`config.mk`:
```
export PLATFORM = sky130hd
export DESIGN_NAME = vga_scanout_flat
export DESIGN_NICKNAME = d
export VERILOG_FILES = /design/src/rtl/vga_scanout_if.sv /design/src/rtl/vga_scanout.sv /design/src/flat_wrapper.sv
export SDC_FILE = /design/constraint.sdc
export NUM_CORES = 1
export LEC_CHECK = 0
export ABC_AREA = 1
export CORE_ASPECT_RATIO = 0.8
export CORE_UTILIZATION = 38
export DETAILED_ROUTE_END_ITERATION = 12
export GPL_ROUTABILITY_DRIVEN = 0
export PLACE_DENSITY = 0.68
export SLEW_MARGIN = 20
export SYNTH_ARGS = -nofsm -noshare
export SYNTH_HDL_FRONTEND = slang
export SYNTH_SLANG_ARGS = --single-unit
```
`constraint.sdc`:
```
create_clock -name clk -period 3.51 [get_ports clk]
set_input_delay 0.702 -clock clk [delete_from_list [all_inputs] [get_ports clk]]
set_output_delay 0.702 -clock clk [all_outputs]
set_load 0.01 [all_outputs]
```
`src/rtl/vga_scanout_if.sv`:
```
// Display-path bundle between the scanout stage (master), the pixel
// lookup block and the VGA pins (slave side).
interface vga_scanout_if;
    logic [9:0]  pixel_x;
    logic [9:0]  pixel_y;
    logic [11:0] pixel_in;
    logic [3:0]  vga_r;
    logic [3:0]  vga_g;
    logic [3:0]  vga_b;
    logic        vga_hs;
    logic        vga_vs;
    logic        vblank_irq;
    logic [15:0] frame_count;

    modport master (
        output pixel_x, pixel_y, vga_r, vga_g, vga_b,
        output vga_hs, vga_vs, vblank_irq, frame_count,
        input  pixel_in
    );

    modport slave (
        input  pixel_x, pixel_y, vga_r, vga_g, vga_b,
        input  vga_hs, vga_vs, vblank_irq, frame_count,
        output pixel_in
    );
endinterface

```
`src/rtl/vga_scanout.sv`:
```
// Raster timing generator and registered RGB444/sync output stage with a
// one-clk vblank interrupt and a wrapping frame counter.
module vga_scanout #(
    parameter int H_VISIBLE = 640,
    parameter int H_FRONT   = 16,
    parameter int H_SYNC    = 96,
    parameter int H_BACK    = 48,
    parameter int V_VISIBLE = 480,
    parameter int V_FRONT   = 10,
    parameter int V_SYNC    = 2,
    parameter int V_BACK    = 33,
    parameter int PIX_DIV   = 4
) (
    input  logic          clk,
    input  logic          rst,
    vga_scanout_if.master vif
);
    localparam int H_TOTAL = H_VISIBLE + H_FRONT + H_SYNC + H_BACK;
    localparam int V_TOTAL = V_VISIBLE + V_FRONT + V_SYNC + V_BACK;
    localparam int DW      = $clog2(PIX_DIV);

    localparam logic [DW-1:0] DIV_LAST = DW'(PIX_DIV - 1);
    localparam logic [9:0] H_LAST  = 10'(H_TOTAL - 1);
    localparam logic [9:0] V_LAST  = 10'(V_TOTAL - 1);
    localparam logic [9:0] H_VIS   = 10'(H_VISIBLE);
    localparam logic [9:0] V_VIS   = 10'(V_VISIBLE);
    localparam logic [9:0] HS_BEG  = 10'(H_VISIBLE + H_FRONT);
    localparam logic [9:0] HS_END  = 10'(H_VISIBLE + H_FRONT + H_SYNC);
    localparam logic [9:0] VS_BEG  = 10'(V_VISIBLE + V_FRONT);
    localparam logic [9:0] VS_END  = 10'(V_VISIBLE + V_FRONT + V_SYNC);
    localparam logic [9:0] V_VLAST = 10'(V_VISIBLE - 1);

    logic [DW-1:0] div_cnt;
    logic [9:0]    h_cnt;
    logic [9:0]    v_cnt;
    logic [11:0]   rgb_q;
    logic          hs_q;
    logic          vs_q;
    logic          irq_q;
    logic [15:0]   frame_q;

    logic tick;
    logic active;
    logic hs_region;
    logic vs_region;
    logic vblank_evt;

    // Decode uses the counts held before this tick's advance.
    always_comb begin
        tick       = (div_cnt == DIV_LAST);
        active     = (h_cnt < H_VIS) && (v_cnt < V_VIS);
        hs_region  = (h_cnt >= HS_BEG) && (h_cnt < HS_END);
        vs_region  = (v_cnt >= VS_BEG) && (v_cnt < VS_END);
        vblank_evt = tick && (h_cnt == H_LAST) && (v_cnt == V_VLAST);
    end

    always_ff @(posedge clk) begin
        if (rst) begin
            div_cnt <= '0;
            h_cnt   <= '0;
            v_cnt   <= '0;
            rgb_q   <= '0;
            hs_q    <= 1'b1;
            vs_q    <= 1'b1;
            irq_q   <= 1'b0;
            frame_q <= '0;
        end else begin
            irq_q <= vblank_evt;
            if (tick) begin
                div_cnt <= '0;
                if (h_cnt == H_LAST) begin
                    h_cnt <= '0;
                    v_cnt <= (v_cnt == V_LAST) ? 10'd0 : v_cnt + 10'd1;
                end else begin
                    h_cnt <= h_cnt + 10'd1;
                end
                rgb_q <= active ? vif.pixel_in : 12'h000;
                hs_q  <= ~hs_region;
                vs_q  <= ~vs_region;
                if (vblank_evt) frame_q <= frame_q + 16'd1;
            end else begin
                div_cnt <= div_cnt + {{(DW-1){1'b0}}, 1'b1};
            end
        end
    end

    assign vif.pixel_x     = h_cnt;
    assign vif.pixel_y     = v_cnt;
    assign vif.vga_r       = rgb_q[11:8];
    assign vif.vga_g       = rgb_q[7:4];
    assign vif.vga_b       = rgb_q[3:0];
    assign vif.vga_hs      = hs_q;
    assign vif.vga_vs      = vs_q;
    assign vif.vblank_irq  = irq_q;
    assign vif.frame_count = frame_q;
endmodule

```
`src/flat_wrapper.sv`:
```
// flat-port wrapper written by rule: the top's interface ports become plain ports
module vga_scanout_flat 
#(
    parameter int H_VISIBLE = 640,
    parameter int H_FRONT   = 16,
    parameter int H_SYNC    = 96,
    parameter int H_BACK    = 48,
    parameter int V_VISIBLE = 480,
    parameter int V_FRONT   = 10,
    parameter int V_SYNC    = 2,
    parameter int V_BACK    = 33,
    parameter int PIX_DIV   = 4
)
  (clk, rst, vif_pixel_x, vif_pixel_y, vif_vga_r, vif_vga_g, vif_vga_b, vif_vga_hs, vif_vga_vs, vif_vblank_irq, vif_frame_count, vif_pixel_in);
  vga_scanout_if vif_i ();
  input  logic clk;
  input  logic rst;
  output wire logic [$bits(vif_i.pixel_x)-1:0] vif_pixel_x;
  output wire logic [$bits(vif_i.pixel_y)-1:0] vif_pixel_y;
  output wire logic [$bits(vif_i.vga_r)-1:0] vif_vga_r;
  output wire logic [$bits(vif_i.vga_g)-1:0] vif_vga_g;
  output wire logic [$bits(vif_i.vga_b)-1:0] vif_vga_b;
  output wire logic [$bits(vif_i.vga_hs)-1:0] vif_vga_hs;
  output wire logic [$bits(vif_i.vga_vs)-1:0] vif_vga_vs;
  output wire logic [$bits(vif_i.vblank_irq)-1:0] vif_vblank_irq;
  output wire logic [$bits(vif_i.frame_count)-1:0] vif_frame_count;
  input wire logic [$bits(vif_i.pixel_in)-1:0] vif_pixel_in;
  assign vif_pixel_x = vif_i.pixel_x;
  assign vif_pixel_y = vif_i.pixel_y;
  assign vif_vga_r = vif_i.vga_r;
  assign vif_vga_g = vif_i.vga_g;
  assign vif_vga_b = vif_i.vga_b;
  assign vif_vga_hs = vif_i.vga_hs;
  assign vif_vga_vs = vif_i.vga_vs;
  assign vif_vblank_irq = vif_i.vblank_irq;
  assign vif_frame_count = vif_i.frame_count;
  assign vif_i.pixel_in = vif_pixel_in;
  vga_scanout #(.H_VISIBLE(H_VISIBLE), .H_FRONT(H_FRONT), .H_SYNC(H_SYNC), .H_BACK(H_BACK), .V_VISIBLE(V_VISIBLE), .V_FRONT(V_FRONT), .V_SYNC(V_SYNC), .V_BACK(V_BACK), .PIX_DIV(PIX_DIV)) u_core (.clk(clk), .rst(rst), .vif(vif_i));
endmodule
```
== Word-level counts from Yosys, hierarchy flattened ==
Index checks and enable logic that the tools add are counted.
Storage, ports and cells
  output and inout bits: 51
  word-level logic and storage cells: 35
  bits of input ports: 14
  flip-flop bits (word level): 53
Cells by class
  mux-type cells: 3
  reduce and logical (&&, ||, !) cells: 8
  $add $sub $neg: 4
  bitwise operators: 2
  equal/unequal tests: 4
  magnitude comparators: 6
Operators by type and width (number)
  adder 10 x 1 -> 10 bit, second input constant: 2
  equality test 10 bit, second input constant: 2
  < comparator 10 bit, second input constant: 2
  < comparator 10 x 9 -> 1 bit, second input constant: 2
  two-way mux 10 bit: 2
  adder 16 x 1 -> 16 bit, second input constant: 1
  two-way mux 12 bit: 1
  equality test 10 x 9 -> 1 bit, second input constant: 1
  >= comparator 10 bit, second input constant: 1
  >= comparator 10 x 9 -> 1 bit, second input constant: 1
  logical AND 1 bit: 5
  AND reduction 2 bit: 2
  adder 2 x 1 -> 2 bit, second input constant: 1
  equality test 2 bit, second input constant: 1
  NOT 1 bit: 2
  OR reduction 2 bit: 1

== Longest topological paths before layout ==
Gate-level depths: netlist of run 1.
  depth after elaboration: 4
  gate-level depth with buffers: 10
  depth with buffers taken out: 9

== Worst setup path after synthesis of run 1 ==
OpenSTA, ideal clock, no wires.
  path kind: reg-to-reg
  start: register u_core.h_cnt[0] (netlist: u_core.vif.pixel_x[0])
  end: register u_core.frame_q[2] (netlist: u_core.vif.frame_count[2])
  arrival time: 1.423 ns
  data required time: 3.391 ns
  buffers on the path: 1
  stages on the path, launching flop included: 10
  setup time: 0.119 ns
  setup slack: 1.968 ns
  period minus slack after synthesis: 1.542 ns
  cell sequence: dfxtp_1 ha_1 nand2_1 nor2_2 nand4_4 inv_1 nand2_1 buf_6 nand2_1 a21oi_2
Between the ends
  longest elaborated chain between the ends: 4
Ends and longest elaborated chain
  from (decl): RTL line vga_scanout.sv:34  | logic [9:0] h_cnt;
  from (signal assigned): RTL line vga_scanout.sv:75  | h_cnt <= h_cnt + 10'd1;
  equality test 10 bit: RTL line vga_scanout.sv:54  | vblank_evt = tick && (h_cnt == H_LAST) && (v_cnt == V_VLAST);
  logical AND 1 bit (2 in a row): RTL line vga_scanout.sv:54
  AND reduction 2 bit (no line)
  to (signal assigned): RTL line vga_scanout.sv:80  | if (vblank_evt) frame_q <= frame_q + 16'd1;
  to (decl): RTL line vga_scanout.sv:40  | logic [15:0] frame_q;
No other way between the ends.
A chain may end at the register's enable or synchronous reset.

==> flow_summary.json, run 1 <==
{
  "synth_cell_types": 31,
  "final.setup_skew_ns": 0.00747,
  "run_status": "complete, no violations",
  "start_util_pct": 39.3,
  "postCtsResizedCells": 0,
  "dpl.hpwl_um": 4750,
  "numPlacedInstances": 538,
  "post-route-min-period_ns": 2.21,
  "dr.first_iter.drc_count": 126,
  "area_of_combinational_cells_with_multiple_inputs_um2": 1420,
  "worst_ir_drop_vdd_uv": 164,
  "finalHoldViolations": 0,
  "synthesis.yosys.warnings": 0,
  "syn-instance-count": 392,
  "grt_setup_unrepaired": "no",
  "worst-path-buf-inv": 3,
  "die_area_um2": 7440,
  "cts.hold.buffers_added": 0,
  "fillers": 690,
  "netlist_area_um2": 2700,
  "initial_antenna_violation_count": 0,
  "n_antenna_cell": 0,
  "final_net_count": 478,
  "cts-root-buf": "sky130_fd_sc_hd__clkbuf_8",
  "grt_pass1_vias": 2401,
  "ios": 65,
  "worst_hold_path_type": "reg -> reg",
  "timing.critical_path.slowest_stage_cell": "sky130_fd_sc_hd__nor2_1",
  "power_density_nw_per_um2": 299,
  "mappedNetlistNets": 412,
  "drtPass1Iterations": 5,
  "ys_ff_latch": 53,
  "grt_max_degree": 23,
  "timing_worst_setup_path_type": "in -> reg",
  "fp.dieW_um": 96.2,
  "clk-insertion-delay-late_ns": 0.32,
  "startpoint": "rst",
  "grt_overflow_total": 0,
  "drtAntennaViolNets": 0,
  "floorplan_core_area_um2": 6860,
  "cts_tree": "done",
  "finalWorstSetupSlack_ns": 1.30,
  "leading_cell_type_in_the_layout_fill_and_taps_excluded": "sky130_fd_sc_hd__nand2_1",
  "viasPerCell": 4.79,
  "final_cell_mix": "115 x sky130_fd_sc_hd__nand2_1, 64 x sky130_fd_sc_hd__clkdlybuf4s50_1, 55 x sky130_fd_sc_hd__nor2_1",
  "detailroute.via_count": 2618,
  "ctsLongestPathBuffers": 2,
  "cts-buffers-inserted": 5,
  "path_max_fanout": 22,
  "min_from": "u_core.div_cnt[0]$_SDFF_PP0_",
  "routed_wirelength_um": 6450,
  "cts_htree_levels": 2,
  "cts.sinks": 53,
  "slew_headroom_pct": 35.5,
  "routed_wire_length_per_instance_um": 11.8,
  "drv_cap": 0,
  "io_buffers": 64,
  "worst_path_largest_cell_delay_ns": 0.77,
  "synth.yosys.seq_area_share_pct": 39.3,
  "worst_ep_arrival_time_ns": 2.42,
  "area_growth_pct": 29.9,
  "post_cts_buffers": 0,
  "seqCellArea_um2": 1060,
  "fmax_ghz": 0.453,
  "path_delay_family": "simple AND/OR/NAND/NOR gates",
  "final_layout_size_suffix_gt1_share_pct": 6.10,
  "grt_first_pass_wirelength_um": 11100,
  "tightest_slew_ns": 0.964,
  "row_count": 27,
  "clk_pin_slew_worst_paths_ns": 0.10,
  "synth_area_per_cell_um2": 6.88,
  "worstSetupStartpointType": "primary input",
  "post-route-period-util_pct": 62.9,
  "setup_total_negative_slack_ns": 0,
  "finish.cell_count_without_fillers": 546,
  "maxSlewViolCount": 0,
  "cp.required_ns": 3.73,
  "drt_drc_violations_left": 0,
  "dpl_worst_slack_ns": 0.948,
  "timing.rr.start": "u_core.div_cnt[0]$_SDFF_PP0_",
  "cp_cell_sequence": "clkdlybuf4s50_1 -> buf_4 -> nor2_1 -> nand4_1 -> o21ai_0 -> inv_1",
  "floorplan.die.height_um": 77.4,
  "finalSetupViolations": 0,
  "grt.total_usage_pct": 18.9,
  "cellLeakagePower_uw": 0.00138,
  "timing.critical_path.to_type": "register"
}
==> sequential cells by signal (all words and copies together) (netlist names) <==
| signal | count |
|---|---|
| u_core.div_cnt | 2 |
| u_core.rgb_q | 12 |
| u_core.vif.frame_count | 16 |
| u_core.vif.pixel_x | 10 |
| u_core.vif.pixel_y | 10 |
| u_core.vif.vblank_irq | 1 |
| u_core.vif.vga_hs | 1 |
| u_core.vif.vga_vs | 1 |
==> synthesized netlist by cell type <==
cell type,instances,share of area [%]
sky130_fd_sc_hd__nor3_2,1,0.37
sky130_fd_sc_hd__ha_1,6,2.8
sky130_fd_sc_hd__a21oi_1,18,3.3
sky130_fd_sc_hd__buf_6,3,1.3
sky130_fd_sc_hd__nor3b_1,1,0.28
sky130_fd_sc_hd__clkbuf_4,1,0.28
sky130_fd_sc_hd__o22ai_1,1,0.23
sky130_fd_sc_hd__o21ai_0,12,2.2
sky130_fd_sc_hd__clkbuf_1,1,0.14
sky130_fd_sc_hd__nor3_1,5,0.93
sky130_fd_sc_hd__nand2_4,1,0.42
sky130_fd_sc_hd__nand4_2,1,0.46
sky130_fd_sc_hd__nor2_4,2,0.83
sky130_fd_sc_hd__a21oi_2,3,0.97
sky130_fd_sc_hd__nand3_1,38,7.1
sky130_fd_sc_hd__nand4_4,1,0.79
sky130_fd_sc_hd__nor2_1,55,7.7
sky130_fd_sc_hd__nor3_4,1,0.60
sky130_fd_sc_hd__a211oi_1,1,0.28
sky130_fd_sc_hd__nand2_2,1,0.23
sky130_fd_sc_hd__inv_1,43,6.0
sky130_fd_sc_hd__nand3_2,1,0.37
sky130_fd_sc_hd__dfxtp_1,53,39
sky130_fd_sc_hd__nand2_1,115,16
sky130_fd_sc_hd__nor2_2,4,0.93
sky130_fd_sc_hd__o211ai_1,1,0.28
sky130_fd_sc_hd__a21o_2,1,0.32
sky130_fd_sc_hd__nand4_1,8,1.9
sky130_fd_sc_hd__buf_2,3,0.56
sky130_fd_sc_hd__xor2_1,7,2.3
sky130_fd_sc_hd__xnor2_1,3,0.97
==> metal layers <==
layer  GRT usage (%)  routed length (µm)  up-vias
li1                -                   -     1386
met1            26.0                3160     1161
met2            28.7                2820       65
met3            6.37                 436        6
met4            3.73                  33        0
met5               0                   0        -
==> area by class of cell <==
cell class,count,share of cell area (%)
clock buffer,5,1.96
clock inverter,3,0.750
inverter,43,4.61
multi-input combinational,288,40.4
sequential,53,30.3
tap,87,3.11
timing repair buffer,67,18.9
==> cells by family after synthesis <==
logic type	Yosys count	share of synthesized area [%]
DFF	53	39.3
xor gates and xnor gates	10	3.25
adders and majority gates	6	2.78
buffers and inverters	51	8.21
and+or+nand+nor	235	38.8
AOI/OAI and AO/OA	37	7.65
==> power by group <==
group / total (µW) / internal [µW] / switching [µW] / leakage (µW)
registers: 616 / 610 / 5.48 / 0.000428
logic: 65.8 / 32.8 / 33.0 / 0.000907
clock network: 366 / 146 / 220 / 0.0000487
total: 1050 / 789 / 258 / 0.00138
==> metrics by stage <==
step | cell area (µm²) | hold slack (ns) | utilization, % | power [µW]
floorplan | 2700 | 0.399 | - | 660
global placement | 3410 | 0.409 | 49.7 | 694
detailed placement | 3410 | 0.424 | 49.7 | 696
CTS | 3500 | 0.439 | 51.1 | 1070
global route | 3500 | 0.464 | 51.1 | 1100
finish | 3500 | 0.437 | 51.1 | 1050
==> path summary, 6_finish.rpt <==
path	end	slack, ns	depth (start not counted)
worst min register to register	u_core.div_cnt[0]$_SDFF_PP0_	0.44	1
worst max-delay path	u_core.vif.vga_vs$_SDFFE_PP1P_	1.30	6
worst min-delay path	u_core.div_cnt[0]$_SDFF_PP0_	0.44	1
worst max register to register	u_core.vif.vga_vs$_SDFFE_PP1P_	1.42	6
Note: power is estimated with default switching activity, not from simulation.
==> inputs of run 2 (changes only) <==
Clock period 3.51 ns to 2.3 ns, I/O delays scaled along.
==> run 2 against run 1 <==
  * Design area is 0.25% higher
  * Non-clock buffer count increased by 1
  * Register-to-register slack worse by 0.94 ns
  * Clock skew increased by 0.0073 ns
  * Via count increased by 0.53%
  * Critical endpoint is now vif_pixel_x[4]
  * Worst setup slack worse by 0.84 ns
  * Final cell count is 0.18% higher
==> flow_summary.json, run 2 (same netlist as run 1, synthesis figures left out) <==
{
  "fmax_ghz": 0.545,
  "p_comb_share_pct": 6.3,
  "cts.sinks": 53,
  "run_status": "complete, no violations",
  "met1Wirelength_um": 3090,
  "ios": 65,
  "cts_tree": "done",
  "detailroute.via_count": 2632,
  "ctsLongestPathBuffers": 2,
  "start_util_pct": 39.3,
  "clk-insertion-delay-late_ns": 0.30,
  "floorplan_core_area_um2": 6860,
  "cellLeakagePower_uw": 0.00139,
  "worst_ir_drop_vdd_uv": 319,
  "n_antenna_cell": 0,
  "finalHoldViolations": 0,
  "initial_antenna_violation_count": 0,
  "path_max_fanout": 8,
  "post_cts_buffers": 0,
  "r2r_setup_slack_ns": 0.48,
  "worst_hold_path_type": "reg -> reg",
  "drv_cap": 0,
  "floorplan.die.height_um": 77.4,
  "grt_overflow_total": 0,
  "worstReg2RegEnd": "u_core.vif.frame_count[8]$_SDFFE_PP0P_",
  "final_cell_mix": "115 x sky130_fd_sc_hd__nand2_1, 64 x sky130_fd_sc_hd__clkdlybuf4s50_1, 55 x sky130_fd_sc_hd__nor2_1",
  "tightest_slew_ns": 0.421,
  "worst-path-stages": 1,
  "cp.required_ns": 1.84,
  "drt_drc_violations_left": 0,
  "finish.cell_count_without_fillers": 547,
  "timing.rr.start": "u_core.vif.pixel_x[0]$_SDFFE_PP0P_",
  "p_switching_uw": 365,
  "viasPerCell": 4.81,
  "fin_worst_hold_slack_ns": 0.429,
  "p_sw_share_pct": 22.9,
  "maxSlewViolCount": 0,
  "cts.hold.buffers_added": 0,
  "row_count": 27,
  "slew_headroom_pct": 71.9,
  "drtAntennaViolNets": 0,
  "drtPass1Iterations": 4,
  "timing.critical_path.slowest_stage_cell": "sky130_fd_sc_hd__clkdlybuf4s50_1",
  "leading_cell_type_in_the_layout_fill_and_taps_excluded": "sky130_fd_sc_hd__nand2_1",
  "clock_group_share_of_total_power_pct": 34.7,
  "grt_first_pass_wirelength_um": 11000,
  "cp_cell_sequence": "clkdlybuf4s50_1",
  "worst_ep_arrival_time_ns": 1.38,
  "power_density_nw_per_um2": 453,
  "routed_wire_length_per_instance_um": 11.6,
  "post-route-period-util_pct": 79.8,
  "die_area_um2": 7440,
  "grt_max_degree": 20,
  "grt_pass1_vias": 2453,
  "cts-root-buf": "sky130_fd_sc_hd__clkbuf_8",
  "timing.critical_path.to_type": "output pin",
  "startpoint": "u_core.vif.pixel_x[4]$_SDFFE_PP0P_",
  "routed_wirelength_um": 6320,
  "worstSetupEndpoint": "vif_pixel_x[4]",
  "finalSetupViolations": 0,
  "path_delay_family": "buffers and inverters",
  "worstSetupStartpointType": "register",
  "dpl_worst_slack_ns": 0.524,
  "worst_path_largest_cell_delay_ns": 0.59,
  "post-route-min-period_ns": 1.84,
  "io_buffers": 64,
  "timing_worst_setup_path_type": "reg -> out",
  "finalWorstSetupSlack_ns": 0.464,
  "dr_wl_met3_um": 478,
  "worst-r2r-cell-count": 8,
  "power.sequential.fraction_pct": 59.0,
  "clk_pin_slew_worst_paths_ns": 0.10,
  "setup_total_negative_slack_ns": 0,
  "final_layout_size_suffix_gt1_share_pct": 6.30,
  "fillers": 694,
  "grt.total_usage_pct": 18.4,
  "fp.dieW_um": 96.2,
  "final_net_count": 479,
  "met2_length_um": 2730,
  "final.setup_skew_ns": 0.0147,
  "internal_power_uw": 1230,
  "postCtsResizedCells": 0,
  "cts_htree_levels": 2,
  "area_growth_pct": 30.2,
  "dpl.hpwl_um": 4720,
  "numPlacedInstances": 539,
  "grt_setup_unrepaired": "no",
  "largest_register_ffs": 16,
  "highest_signal_layer_in_the_routed_design": "met4",
  "worst-path-buf-inv": 1,
  "cts-buffers-inserted": 5,
  "dr.first_iter.drc_count": 138
}
-- run 2: power by group through the flow --
stage	sequential [µW]	combinational, µW	clock [µW]
3_3_place_gp	960	100	0
4_1_cts	939	102	574
2_1_floorplan	964	43.3	0
3_5_place_dp	960	101	0
5_1_grt	941	113	617
6_report	939	101	552
-- run 2: per-stage QoR --
stage               utilization (%)  area (µm²)  power (µW)
floorplan                         -        2700        1010
global placement               49.8        3420        1060
detailed placement             49.8        3420        1060
CTS                            51.2        3510        1610
global route                   51.2        3510        1670
finish                         51.2        3510        1590
-- run 2: cell type report --
cell class	instances	area, µm²	share of cell area (%)
multi-input cells	288	1420	40.3
inverters	43	161	4.59
repair buffers	68	671	19.1
well taps	87	109	3.10
clock inverters	2	13.8	0.392
flip-flops and latches	53	1060	30.2
clock buffers	6	82.6	2.35
-- run 2: how the worst min path moves through the flow --
stage | endpoint | cells past startpoint | from
after floorplan | u_core.div_cnt[0]$_SDFF_PP0_ | 1 | u_core.div_cnt[0]$_SDFF_PP0_
after global placement | u_core.div_cnt[0]$_SDFF_PP0_ | 1 | u_core.div_cnt[0]$_SDFF_PP0_
after detailed placement | u_core.div_cnt[0]$_SDFF_PP0_ | 1 | u_core.div_cnt[0]$_SDFF_PP0_
after CTS | u_core.div_cnt[0]$_SDFF_PP0_ | 1 | u_core.div_cnt[0]$_SDFF_PP0_
after global routing | u_core.div_cnt[0]$_SDFF_PP0_ | 1 | u_core.div_cnt[0]$_SDFF_PP0_
final | u_core.div_cnt[0]$_SDFF_PP0_ | 1 | u_core.div_cnt[0]$_SDFF_PP0_
-- run 2: worst register-to-register path: stages, from the launching register on --
cell,delay [ns]
sky130_fd_sc_hd__dfxtp_1,0.42
sky130_fd_sc_hd__ha_1,0.24
sky130_fd_sc_hd__nand2_1,0.08
sky130_fd_sc_hd__nor2_2,0.18
sky130_fd_sc_hd__nand4_4,0.17
sky130_fd_sc_hd__inv_1,0.13
sky130_fd_sc_hd__nand2_1,0.27
sky130_fd_sc_hd__nand2_1,0.14
sky130_fd_sc_hd__a21oi_1,0.07
-- run 2: metal layers --
metal | global-route usage (%) | vias up
met2 | 28.1 | 75
li1 | - | 1380
met1 | 26.0 | 1173
met5 | 0 | -
met4 | 2.99 | 0
met3 | 5.20 | 4
